### config.mk
export PLATFORM = sky130hd
export DESIGN_NAME = pe_dot_feeder
export DESIGN_NICKNAME = d
export VERILOG_FILES = /design/src/rtl/pe_pkg.sv /design/src/rtl/pe_addr_gen.sv /design/src/rtl/pe_dot_feeder.sv
export SDC_FILE = /design/constraint.sdc
export NUM_CORES = 1
export LEC_CHECK = 0
export CAP_MARGIN = 20
export CORE_UTILIZATION = 49
export CTS_CLUSTER_DIAMETER = 40
export CTS_CLUSTER_SIZE = 24
export DETAILED_ROUTE_END_ITERATION = 16
export PLACE_DENSITY = 0.87
export SLEW_MARGIN = 20
export SYNTH_ARGS = -nofsm -noshare
export SYNTH_HDL_FRONTEND = slang
export SYNTH_SLANG_ARGS = --single-unit
### constraint.sdc
create_clock -name clk -period 4.45 [get_ports clk]
set_input_delay 0.89 -clock clk [delete_from_list [all_inputs] [get_ports clk]]
set_output_delay 0.89 -clock clk [all_outputs]
set_load 0.03 [all_outputs]
### src/rtl/pe_pkg.sv
// pe_pkg: shared FSM state encoding and FP16 constants for the PE operand feeder
package pe_pkg;
  typedef enum logic [2:0] {IDLE, CLEAR, FETCH, DRAIN, CAPTURE, DONE} feeder_state_t;
  localparam logic [15:0] FP16_ZERO = 16'h0000;
  localparam logic [15:0] FP16_ONE = 16'h3C00;
endpackage

### src/rtl/pe_addr_gen.sv
// pe_addr_gen: latched base plus wrapping element index, with last/empty flags
// ports: load latches base/len and clears the index; en advances the index;
//        addr = base + index (wraps); last = index is len-1; empty = len is 0
module pe_addr_gen
  import pe_pkg::*;
#(
  parameter int ADDR_WIDTH = 10,
  parameter int LEN_WIDTH  = 10
) (
  input  logic                  clk,
  input  logic                  rstn,
  input  logic                  load,
  input  logic                  en,
  input  logic [ADDR_WIDTH-1:0] base,
  input  logic [LEN_WIDTH-1:0]  len,
  output logic [ADDR_WIDTH-1:0] addr,
  output logic                  last,
  output logic                  empty
);
  logic [ADDR_WIDTH-1:0] origin;
  logic [LEN_WIDTH-1:0] count, idx;
  always_ff @(posedge clk or negedge rstn)
    if (!rstn) begin
      origin <= '0;
      count  <= '0;
      idx    <= '0;
    end else if (load) begin
      origin <= base;
      count  <= len;
      idx    <= '0;
    end else if (en) idx <= idx + LEN_WIDTH'(1);
  assign addr  = origin + ADDR_WIDTH'(idx);
  assign last  = idx == count - LEN_WIDTH'(1);
  assign empty = count == '0;
endmodule

### src/rtl/pe_dot_feeder.sv
// pe_dot_feeder: streams two FP16 vectors into the MAC PE and hands the dot product downstream
// ports: start/vec_len/base_a/base_b command; rd_* operand memory read port (1-cycle latency);
//        acc_clr/pe_a/pe_b/pe_result PE side; result/out_valid/out_ready downstream handshake
module pe_dot_feeder
  import pe_pkg::*;
#(
  parameter int DATA_WIDTH = 16,
  parameter int ADDR_WIDTH = 10,
  parameter int LEN_WIDTH  = 10
) (
  input  logic                  clk,
  input  logic                  rstn,
  input  logic                  start,
  input  logic [LEN_WIDTH-1:0]  vec_len,
  input  logic [ADDR_WIDTH-1:0] base_a,
  input  logic [ADDR_WIDTH-1:0] base_b,
  output logic                  busy,
  output logic                  rd_en,
  output logic [ADDR_WIDTH-1:0] rd_addr_a,
  output logic [ADDR_WIDTH-1:0] rd_addr_b,
  input  logic [DATA_WIDTH-1:0] rd_data_a,
  input  logic [DATA_WIDTH-1:0] rd_data_b,
  output logic                  acc_clr,
  output logic [DATA_WIDTH-1:0] pe_a,
  output logic [DATA_WIDTH-1:0] pe_b,
  input  logic [DATA_WIDTH-1:0] pe_result,
  output logic [DATA_WIDTH-1:0] result,
  output logic                  out_valid,
  input  logic                  out_ready
);
  feeder_state_t state, next;
  logic load, data_vld, last_a, last_b, empty_a, empty_b;
  assign load = state == IDLE && start;
  pe_addr_gen #(.ADDR_WIDTH(ADDR_WIDTH), .LEN_WIDTH(LEN_WIDTH)) gen_a (
    .clk, .rstn, .load, .en(rd_en), .base(base_a), .len(vec_len),
    .addr(rd_addr_a), .last(last_a), .empty(empty_a)
  );
  pe_addr_gen #(.ADDR_WIDTH(ADDR_WIDTH), .LEN_WIDTH(LEN_WIDTH)) gen_b (
    .clk, .rstn, .load, .en(rd_en), .base(base_b), .len(vec_len),
    .addr(rd_addr_b), .last(last_b), .empty(empty_b)
  );
  always_ff @(posedge clk or negedge rstn)
    if (!rstn) state <= IDLE;
    else state <= next;
  always_comb begin
    next = state;
    case (state)
      IDLE:    next = start ? CLEAR : IDLE;
      CLEAR:   next = (empty_a && empty_b) ? DRAIN : FETCH;
      FETCH:   next = (last_a && last_b) ? DRAIN : FETCH;
      DRAIN:   next = CAPTURE;
      CAPTURE: next = DONE;
      DONE:    next = out_ready ? IDLE : DONE;
      default: next = IDLE;
    endcase
  end
  always_comb begin
    busy      = state != IDLE;
    acc_clr   = state == CLEAR;
    rd_en     = state == FETCH;
    out_valid = state == DONE;
  end
  always_ff @(posedge clk or negedge rstn)
    if (!rstn) begin
      data_vld <= 1'b0;
      result   <= DATA_WIDTH'(FP16_ZERO);
    end else begin
      data_vld <= rd_en;
      if (state == CAPTURE) result <= pe_result;
    end
  // +0 operands outside the data window keep the PE accumulator frozen
  assign pe_a = data_vld ? rd_data_a : DATA_WIDTH'(FP16_ZERO);
  assign pe_b = data_vld ? rd_data_b : DATA_WIDTH'(FP16_ZERO);
endmodule

# [Yosys cells after proc, flatten, opt, wreduce, memory -nomap -nowiden]
# Index checks and enable logic that the tools add are counted.
# Widths: inputs -> output; s select.
[word_totals] input_bits=82 elab_cells=37 output_inout_bits=72 ff_bits=70
[classes] muxes=11 addsub=5 n_eq_ne=7 reduce_logical=6
[op_table] op="$mux 10" count=4
[op_table] op="$mux 16" count=2
[op_table] op="$add 10x1->10 const B" count=2
[op_table] op="$add 10x10->10" count=2
[op_table] op="$eq 10x10->1" count=2
[op_table] op="$pmux 3 s6" count=1
[op_table] op="$logic_not 10->1" count=1
[op_table] op="$sub 10x1->10 const B" count=1
[op_table] op="$eq 3x2->1 const B" count=2
[op_table] op="$eq 3x3->1 const B" count=2
[op_table] op="$eq 3x1->1 const B" count=1
[op_table] op="$logic_not 3->1" count=1
[op_table] op="$mux 1" count=3
[op_table] op="$mux 3" count=1
[op_table] op="$reduce_bool 3->1" count=1
[op_table] op="$logic_and 1x1->1" count=2
[op_table] op="$reduce_bool 2->1" count=1

# [Depth between registers and ports, before layout]
# Gate-level depths: netlist of run 1.
[depth] depth_word=5 ltp_mapped=9 mapped_depth_nobuf=9

# [Modules after synthesis]
# Synthesis of run 1 repeated with hierarchy kept, for this count alone.
[unflattened] cells_unflattened=467 area_unflattened_um2=4916.0
[by_module_without_submodules] mod="pe_addr_gen at gen_b" area_per_inst_um2=1920.6 seq_area_each_um2=750.7 cells_each=186 n_inst=1
[by_module_without_submodules] mod="pe_addr_gen at gen_a" area_per_inst_um2=1894.3 seq_area_each_um2=750.7 cells_each=189 n_inst=1
[by_module_without_submodules] mod="pe_dot_feeder" area_per_inst_um2=1101.1 seq_area_each_um2=500.5 cells_each=92 n_inst=1

# [Least setup slack after synthesis of run 1]
# Ideal clock, no wire load.
[synth_path] kind="register to output" startpoint="reg gen_b.idx[1]" endpoint="out rd_addr_b[9]" n_path_buf=0 arrival_ns=2.419 required_time_ns=3.560 slack_ns=1.141 path_stages_with_launch=8 cell_sequence="dfrtp_1 ha_1 a21oi_1 nor2b_1 o31a_1 or4_1 and3_1 a211oi_1"
[synth_via] elab_chain_cells=1
[synth_lines] element="from (decl)" line_no="pe_addr_gen.sv:21" text="logic [LEN_WIDTH-1:0] count, idx;"
[synth_lines] element="from (signal assigned)" line_no="pe_addr_gen.sv:31" text="end else if (en) idx <= idx + LEN_WIDTH'(1);"
[synth_lines] element="$add 10x10->10" line_no="pe_addr_gen.sv:32" text="assign addr = origin + ADDR_WIDTH'(idx);"
[synth_lines] element="to (decl)" line_no="pe_dot_feeder.sv:20" text="output logic [ADDR_WIDTH-1:0] rd_addr_b,"
# Every way passes these cells.

# [Final worst setup path of run 1]
[layout_path] startpoint="reg gen_a.idx[3]" endpoint="out rd_addr_a[9]"
[layout_via] elab_chain_cells=1
[layout_lines] element="from (decl)" line_no="pe_addr_gen.sv:21"
[layout_lines] element="from (signal assigned)" line_no="pe_addr_gen.sv:31"
[layout_lines] element="$add 10x10->10" line_no="pe_addr_gen.sv:32"
[layout_lines] element="to (decl)" line_no="pe_dot_feeder.sv:19" text="output logic [ADDR_WIDTH-1:0] rd_addr_a,"
# Every way passes these cells.

==> results of run 1 <==
-- worst max-delay path: cells and delay by family (launching register included) --
| kind | cells | cell delay (ns) |
|---|---|---|
| DFF | 1 | 0.51 |
| buffers and inverters | 1 | 0.59 |
| AOI/OAI and AO/OA | 4 | 0.86 |
| adders and majority gates | 1 | 0.39 |
| and+or+nand+nor | 1 | 0.46 |
-- registers in the layout, summed over array words and instances, names as in the netlist --
| register | flops |
|---|---|
| data_vld | 1 |
| gen_a.count | 10 |
| gen_a.idx | 10 |
| gen_a.origin | 10 |
| gen_b.idx | 10 |
| gen_b.origin | 10 |
| result | 16 |
| state | 3 |
-- cell families after synthesis --
family,synth area share
flip-flops,0.420
AO/OA/AOI/OAI,0.0785
XOR/XNOR,0.0776
AND/OR/NAND/NOR,0.208
buffers and inverters,0.0282
adder cells (fa/ha/maj),0.0725
multiplexers,0.116
-- layer usage --
metal	GRT usage	up-vias	part of all wire
met3	0.0655	19	0.083
met5	0	-	0
met1	0.275	1725	0.39
met2	0.449	151	0.51
li1	-	1751	-
met4	0.0885	0	0.016
-- power groups by stage --
stage	registers, uW	clock network [uW]	logic, uW
after floorplan	1200	0	1600
after global placement	1130	0	2570
after detailed placement	1160	0	2610
after CTS	1150	601	2630
after global routing	1190	632	2830
final	1150	601	2640
-- worst max-delay path by stage --
stage	slack [ns]	to	from	cells after the start
2_1_floorplan	1.14	rd_addr_b[9]	gen_b.idx[1]$_DFFE_PN0P_	7
3_3_place_gp	0.84	rd_addr_a[9]	gen_a.idx[1]$_DFFE_PN0P_	8
3_5_place_dp	0.78	rd_addr_a[8]	gen_a.idx[0]$_DFFE_PN0P_	10
4_1_cts	0.40	rd_addr_a[9]	gen_a.idx[3]$_DFFE_PN0P_	7
5_1_grt	0.18	rd_addr_a[8]	gen_a.idx[0]$_DFFE_PN0P_	10
6_report	0.39	rd_addr_a[9]	gen_a.idx[3]$_DFFE_PN0P_	7
-- area by class of cell --
type	instances	area, sq um
multi-input cells	316	2330
fillers	590	2140
flip-flops and latches	70	1750
repair buffers	158	1580
clock buffers	13	169
well taps	105	131
clock inverters	3	65.1
inverters	14	52.6
-- through the flow --
| stage | instance area [sq um] | hold slack [ns] | setup slack, ns | utilization | std cells |
|---|---|---|---|---|---|
| floorplan | 4180 | 0.485 | 1.14 | - | 415 |
| global placement | 5810 | 0.488 | 0.844 | 0.707 | 662 |
| detailed placement | 5810 | 0.496 | 0.782 | 0.707 | 662 |
| global route | 6080 | 0.534 | 0.176 | 0.740 | 679 |
| finish | 6080 | 0.509 | 0.392 | 0.740 | 679 |
| CTS | 6050 | 0.512 | 0.396 | 0.736 | 678 |
-- cell usage after synthesis, types with 4 or more instances --
master / instances / share of area
and3_1: 11 / 0.016
nand3_1: 10 / 0.012
o21ai_0: 12 / 0.014
inv_1: 14 / 0.013
nand2_1: 23 / 0.021
xor2_1: 20 / 0.042
nor2_1: 42 / 0.038
nor2b_1: 6 / 0.0090
dfrtp_1: 70 / 0.42
xnor2_1: 17 / 0.036
and2_1: 34 / 0.051
ha_1: 21 / 0.063
mux2_2: 42 / 0.11
clkbuf_1: 8 / 0.0072
a21oi_1: 10 / 0.012
nor3_1: 12 / 0.014
or3_1: 4 / 0.0060
buf_2: 7 / 0.0084
==> results by group, run 1 <==
Global routing
  – Initial antenna violation count: 0
  – Largest net degree at the start of global routing: 43
  – GRT Total Usage: 0.247
  – Grt ovf: 0
  – First-pass GRT wire length: 17000 um
  – Number of global-route vias before repair: 3707

Logic synthesis
  – Synth warn: 0
  – Mapped Avg Cell Area: 10.1 sq um
  – Post-Syn Area: 4180 sq um
  – Primary FF master, synth: dfrtp_1
  – Flops & latches, synth: 70
  – Post-synthesis net count: 520
  – Ys async rst share: 1.00
  – EDFF count, synth: 0
  – Seq/Total Area, Yosys: 0.420
  – Library cells used by synthesis: 49
  – Post-synthesis cell count: 415

Floorplan
  – Core area: 8220 sq um
  – I/O pin count: 154
  – Die width: 94.3 um
  – Die H: 94.3 um
  – Die area: 8890 sq um
  – Initial Utilization: 0.508
  – Num rows: 33

STA
  – F_max: 246 MHz
  – Final setup vio count: 0
  – Tmin final: 4.06 ns
  – Setup TNS: 0 ns
  – Relative slew slack: 0.361
  – Max Clock Skew: 0.00845 ns
  – Max Slew Vio Count: 0
  – Fin crit share: 0.912
  – Worst slew pin tran: 0.958 ns
  – Final hold violations: 0
  – Unrepaired setup endpoints after global routing: false

Cells and area
  – Most frequent cells in the layout: clkdlybuf4s50_1, dfrtp_1, nor2_1, mux2_2, and2_1
  – N_diodes: 0
  – Layout cells sized above 1: 0.125
  – Most common cell after layout, fill and taps aside: clkdlybuf4s50_1
  – Nets@finish: 674
  – Area growth, synth to finish: 45.6%

Worst setup path
  – Path depth of the worst reg2reg path: 6
  – Crit path cell chain: ha_1 > o21a_1 > o31a_1 > or4_1 > a2111o_1 > o211a_1 > clkdlybuf4s50_1
  – Reg2Reg Capture Point: state[0]$_DFF_PN0_
  – Worst EP arrival: 3.17 ns
  – Largest stage delay, worst path: 0.59 ns
  – Crit path kind: flip-flop to primary output
  – Reg2reg setup slack: 2.17 ns
  – CP max stage cell: clkdlybuf4s50_1
  – Required @ worst endpoint: 3.56 ns
  – Critical Path Start Type: flip-flop
  – Worst R2R Start: gen_a.count[2]$_DFFE_PN0P_
  – CP max FO: 11
  – Crit. End Element: primary output

Route
  – DR iter-0 viols: 190
  – Post-DR wirelength/cell: 15.3 um
  – Final ANT Viol Nets: 0
  – First-pass DRT Iterations: 4
  – Via-to-Cell Ratio: 5.37
  – DRC Markers: 0
  – DRT Wirelength: 10400 um
  – DR vias: 3646

Power and ir drop
  – P_int: 2500 uW
  – Total Power: 4390 uW
  – Pwr Density: 723 nW/um^2
  – Clock Power Share: 0.137
  – Flop pwr share: 0.262
  – Comb pwr share: 0.601
  – Leak pwr: 0.00261 uW
  – Switching Fraction: 0.431
  – Psw: 1900 uW
  – Max VDD drop: 0.591 mV

Placed design
  – Port buffer count: 153
  – Gp weighted congestion: 0.821
  – Post-DP HPWL: 7770 um

CTS
  – CTS sink count: 70
  – Num CTS Buffers: 9
  – CTS root buf: clkbuf_8
  – Setup Buffers After CTS: 0
  – Post-cts repair resize count: 0
  – Clock tree from TritonCTS: yes
  – Htree depth: 3
  – Hold Buf Count CTS: 0
  – Worst skew pair latency: 0.35 ns
  – Reg clk slew, reported paths: 0.08 ns
  – Clock Tree Buf Depth: 2

Flow run
  – Max cap viols: 0

Min path
  – Hold path cells: 1
  – Hold crit path type: flip-flop to flip-flop
  – Hold EP: result[12]$_DFFE_PN0N_
  – Min-delay src: result[12]$_DFFE_PN0N_

Run status
  – Status: completed
No activity file was read; power rests on OpenSTA's default activity.
==> run 2: changes to the inputs <==
CORE_ASPECT_RATIO = 0.7   (was unset)
==> run 2 against run 1 <==
Net effect:
- the run now ends with DRC left
- largest power group unchanged
- highest routed layer unchanged
- cell count fell by 0.74%
- critical path type unchanged
- sequential power about the same
- clock skew fell by 0.0021 ns
- global-route usage grew 1.3 points
- die area about the same
==> results by group, run 2 (same netlist as run 1, synthesis figures left out) <==
Run status
  – Status: finished, violations left
  – Failing checks: DRC

STA
  – Unrepaired setup endpoints after global routing: false
  – Tmin final: 4.17 ns (+0.111 ns)
  – Max Clock Skew: 0.00632 ns (-0.00213 ns)
  – Final setup vio count: 0 (unchanged)
  – Worst slew pin tran: 0.951 ns (-0.00707 ns)
  – Fin crit share: 0.937 (+0.0249)
  – Setup TNS: 0 ns (unchanged)
  – Max Slew Vio Count: 0 (unchanged)
  – Final hold violations: 0 (unchanged)
  – Relative slew slack: 0.365 (+0.00321)
  – F_max: 240 MHz (-2.7%)

Worst setup path
  – Critical Path Start Type: flip-flop
  – CP startpoint: gen_b.idx[0]$_DFFE_PN0P_
  – Largest stage delay, worst path: 0.69 ns (+0.10 ns)
  – Crit path kind: flip-flop to primary output
  – Buf/Inv on CP: 2 (+1)
  – Crit path cell chain: ha_1 > inv_1 > fa_1 > nor2b_1 > o21ai_0 > a21boi_0 > o21a_1 > o41ai_1 > xnor2_1 > clkdlybuf4s50_1
  – Worst R2R Start: gen_a.count[2]$_DFFE_PN0P_
  – CP max FO: 7 (-4)
  – Required @ worst endpoint: 3.56 ns (about the same)
  – Crit. End Element: primary output
  – CP max stage cell: clkdlybuf4s50_1
  – CP top delay family: compound AO/OA/AOI/OAI gates
  – Worst EP arrival: 3.28 ns (+0.11 ns)

CTS
  – Clock tree from TritonCTS: yes
  – Num CTS Buffers: 9 (unchanged)
  – Reg clk slew, reported paths: 0.06 ns (-0.02 ns)
  – Post-cts repair resize count: 0 (unchanged)
  – CTS sink count: 70 (unchanged)
  – Setup Buffers After CTS: 0 (unchanged)
  – Clock Tree Buf Depth: 2 (unchanged)
  – Hold Buf Count CTS: 0 (unchanged)
  – CTS root buf: clkbuf_16
  – Htree depth: 3 (unchanged)
  – Worst skew pair latency: 0.33 ns (-0.02 ns)

Cells and area
  – Most frequent cells in the layout: clkdlybuf4s50_1, dfrtp_1, nor2_1, mux2_2, and2_1
  – FF/Latch Area: 1750 sq um (unchanged)
  – Fillers: 562 (-4.7%)
  – Area growth, synth to finish: 47.0%
  – Multi-input logic area: 2330 sq um (unchanged)
  – N_diodes: 0 (unchanged)
  – Max reg flops: 16 (unchanged)
  – Biggest register: result
  – Nets@finish: 673 (-0.15%)
  – Most common cell after layout, fill and taps aside: clkdlybuf4s50_1
  – Layout cells sized above 1: 0.126 (+0.000219)

Placed design
  – Post-DP HPWL: 8260 um (+6.3%)
  – Gp weighted congestion: 0.855 (+4.1%)
  – Port buffer count: 153 (unchanged)

Global routing
  – Initial antenna violation count: 0 (unchanged)
  – First-pass GRT wire length: 17800 um (+4.6%)
  – Grt ovf: 0 (unchanged)
  – GRT Total Usage: 0.259 (+0.0125)
  – Number of global-route vias before repair: 3684 (-0.62%)
  – Largest net degree at the start of global routing: 40 (-7.0%)

Floorplan
  – Die area: 8900 sq um (about the same)
  – I/O pin count: 154 (unchanged)
  – Die H: 79.2 um (-16%)
  – Num rows: 27 (-18%)
  – Initial Utilization: 0.517 (+0.00898)
  – Die width: 112 um (+19%)
  – Core area: 8070 sq um (-1.7%)

Min path
  – Min-delay src: result[8]$_DFFE_PN0N_
  – Hold crit path type: flip-flop to flip-flop

Power and ir drop
  – Max VDD drop: 0.557 mV (-5.7%)
  – Total Power: 4580 uW (+4.3%)
  – Pwr Density: 747 nW/um^2 (+3.3%)
  – Leak pwr: 0.00263 uW (+0.79%)

Route
  – DRC Markers: 5 (+5)
  – Via-to-Cell Ratio: 5.38 (+0.24%)
  – Final ANT Viol Nets: 0 (unchanged)
  – Post-DR wirelength/cell: 16.1 um (+5.3%)
  – First-pass DRT Iterations: 10 (+6)
  – DRT Wirelength: 10800 um (+4.5%)
  – DR iter-0 viols: 213 (+12%)
  – DR vias: 3628 (-0.49%)

Flow run
  – Max cap viols: 0 (unchanged)
-- run 2: final cells by class --
class / count / share of cell area
sequential: 70 / 0.285
clock inverter: 7 / 0.0159
tap: 101 / 0.0206
timing repair buffer: 157 / 0.254
clock buffer: 9 / 0.0367
inverter: 14 / 0.00856
multi-input combinational: 316 / 0.379
-- run 2: metal layers --
| metal | part of all wire | vias up | track usage |
|---|---|---|---|
| met4 | 0.014 | 0 | 0.0867 |
| met3 | 0.074 | 16 | 0.0786 |
| met5 | 0 | - | 0 |
| met2 | 0.47 | 127 | 0.433 |
| li1 | - | 1755 | - |
| met1 | 0.45 | 1730 | 0.322 |
-- run 2: stage by stage --
stage / setup WS (ns) / instances / cell area (sq um) / util / hold WS, ns
after floorplan: 1.14 / 415 / 4180 / - / 0.485
final: 0.281 / 674 / 6140 / 0.760 / 0.509
after global routing: 0.0532 / 674 / 6140 / 0.760 / 0.520
after CTS: 0.298 / 674 / 6130 / 0.759 / 0.512
after global placement: 0.787 / 658 / 5810 / 0.719 / 0.489
after detailed placement: 0.721 / 658 / 5810 / 0.719 / 0.501
-- run 2: worst paths after layout --
kind | end | slack (ns) | cells past startpoint
max | rd_addr_b[8] | 0.28 | 10
max reg2reg | state[0]$_DFF_PN0_ | 2.03 | 6
min | result[8]$_DFFE_PN0N_ | 0.51 | 1
min in group asynchronous | gen_a.origin[7]$_DFFE_PN0P_ | 0.60 | 1
max in group asynchronous | result[4]$_DFFE_PN0N_ | 2.87 | 2
min reg2reg | result[8]$_DFFE_PN0N_ | 0.51 | 1
-- run 2: power breakdown --
part           switching, uW  internal, uW  total, uW
Combinational           1420          1230       2650
Sequential               273           895       1170
Clock                    274           492        766
Total                   1970          2620       4580
-- run 2: worst register-to-register path, stage by stage, from the launching register on --
cell and delay [ns]:
dfrtp_1 0.43, nor3_1 0.68, nor2b_1 0.25, xor2_1 0.19
and3_1 0.18, o22ai_1 0.10, o41ai_2 0.44
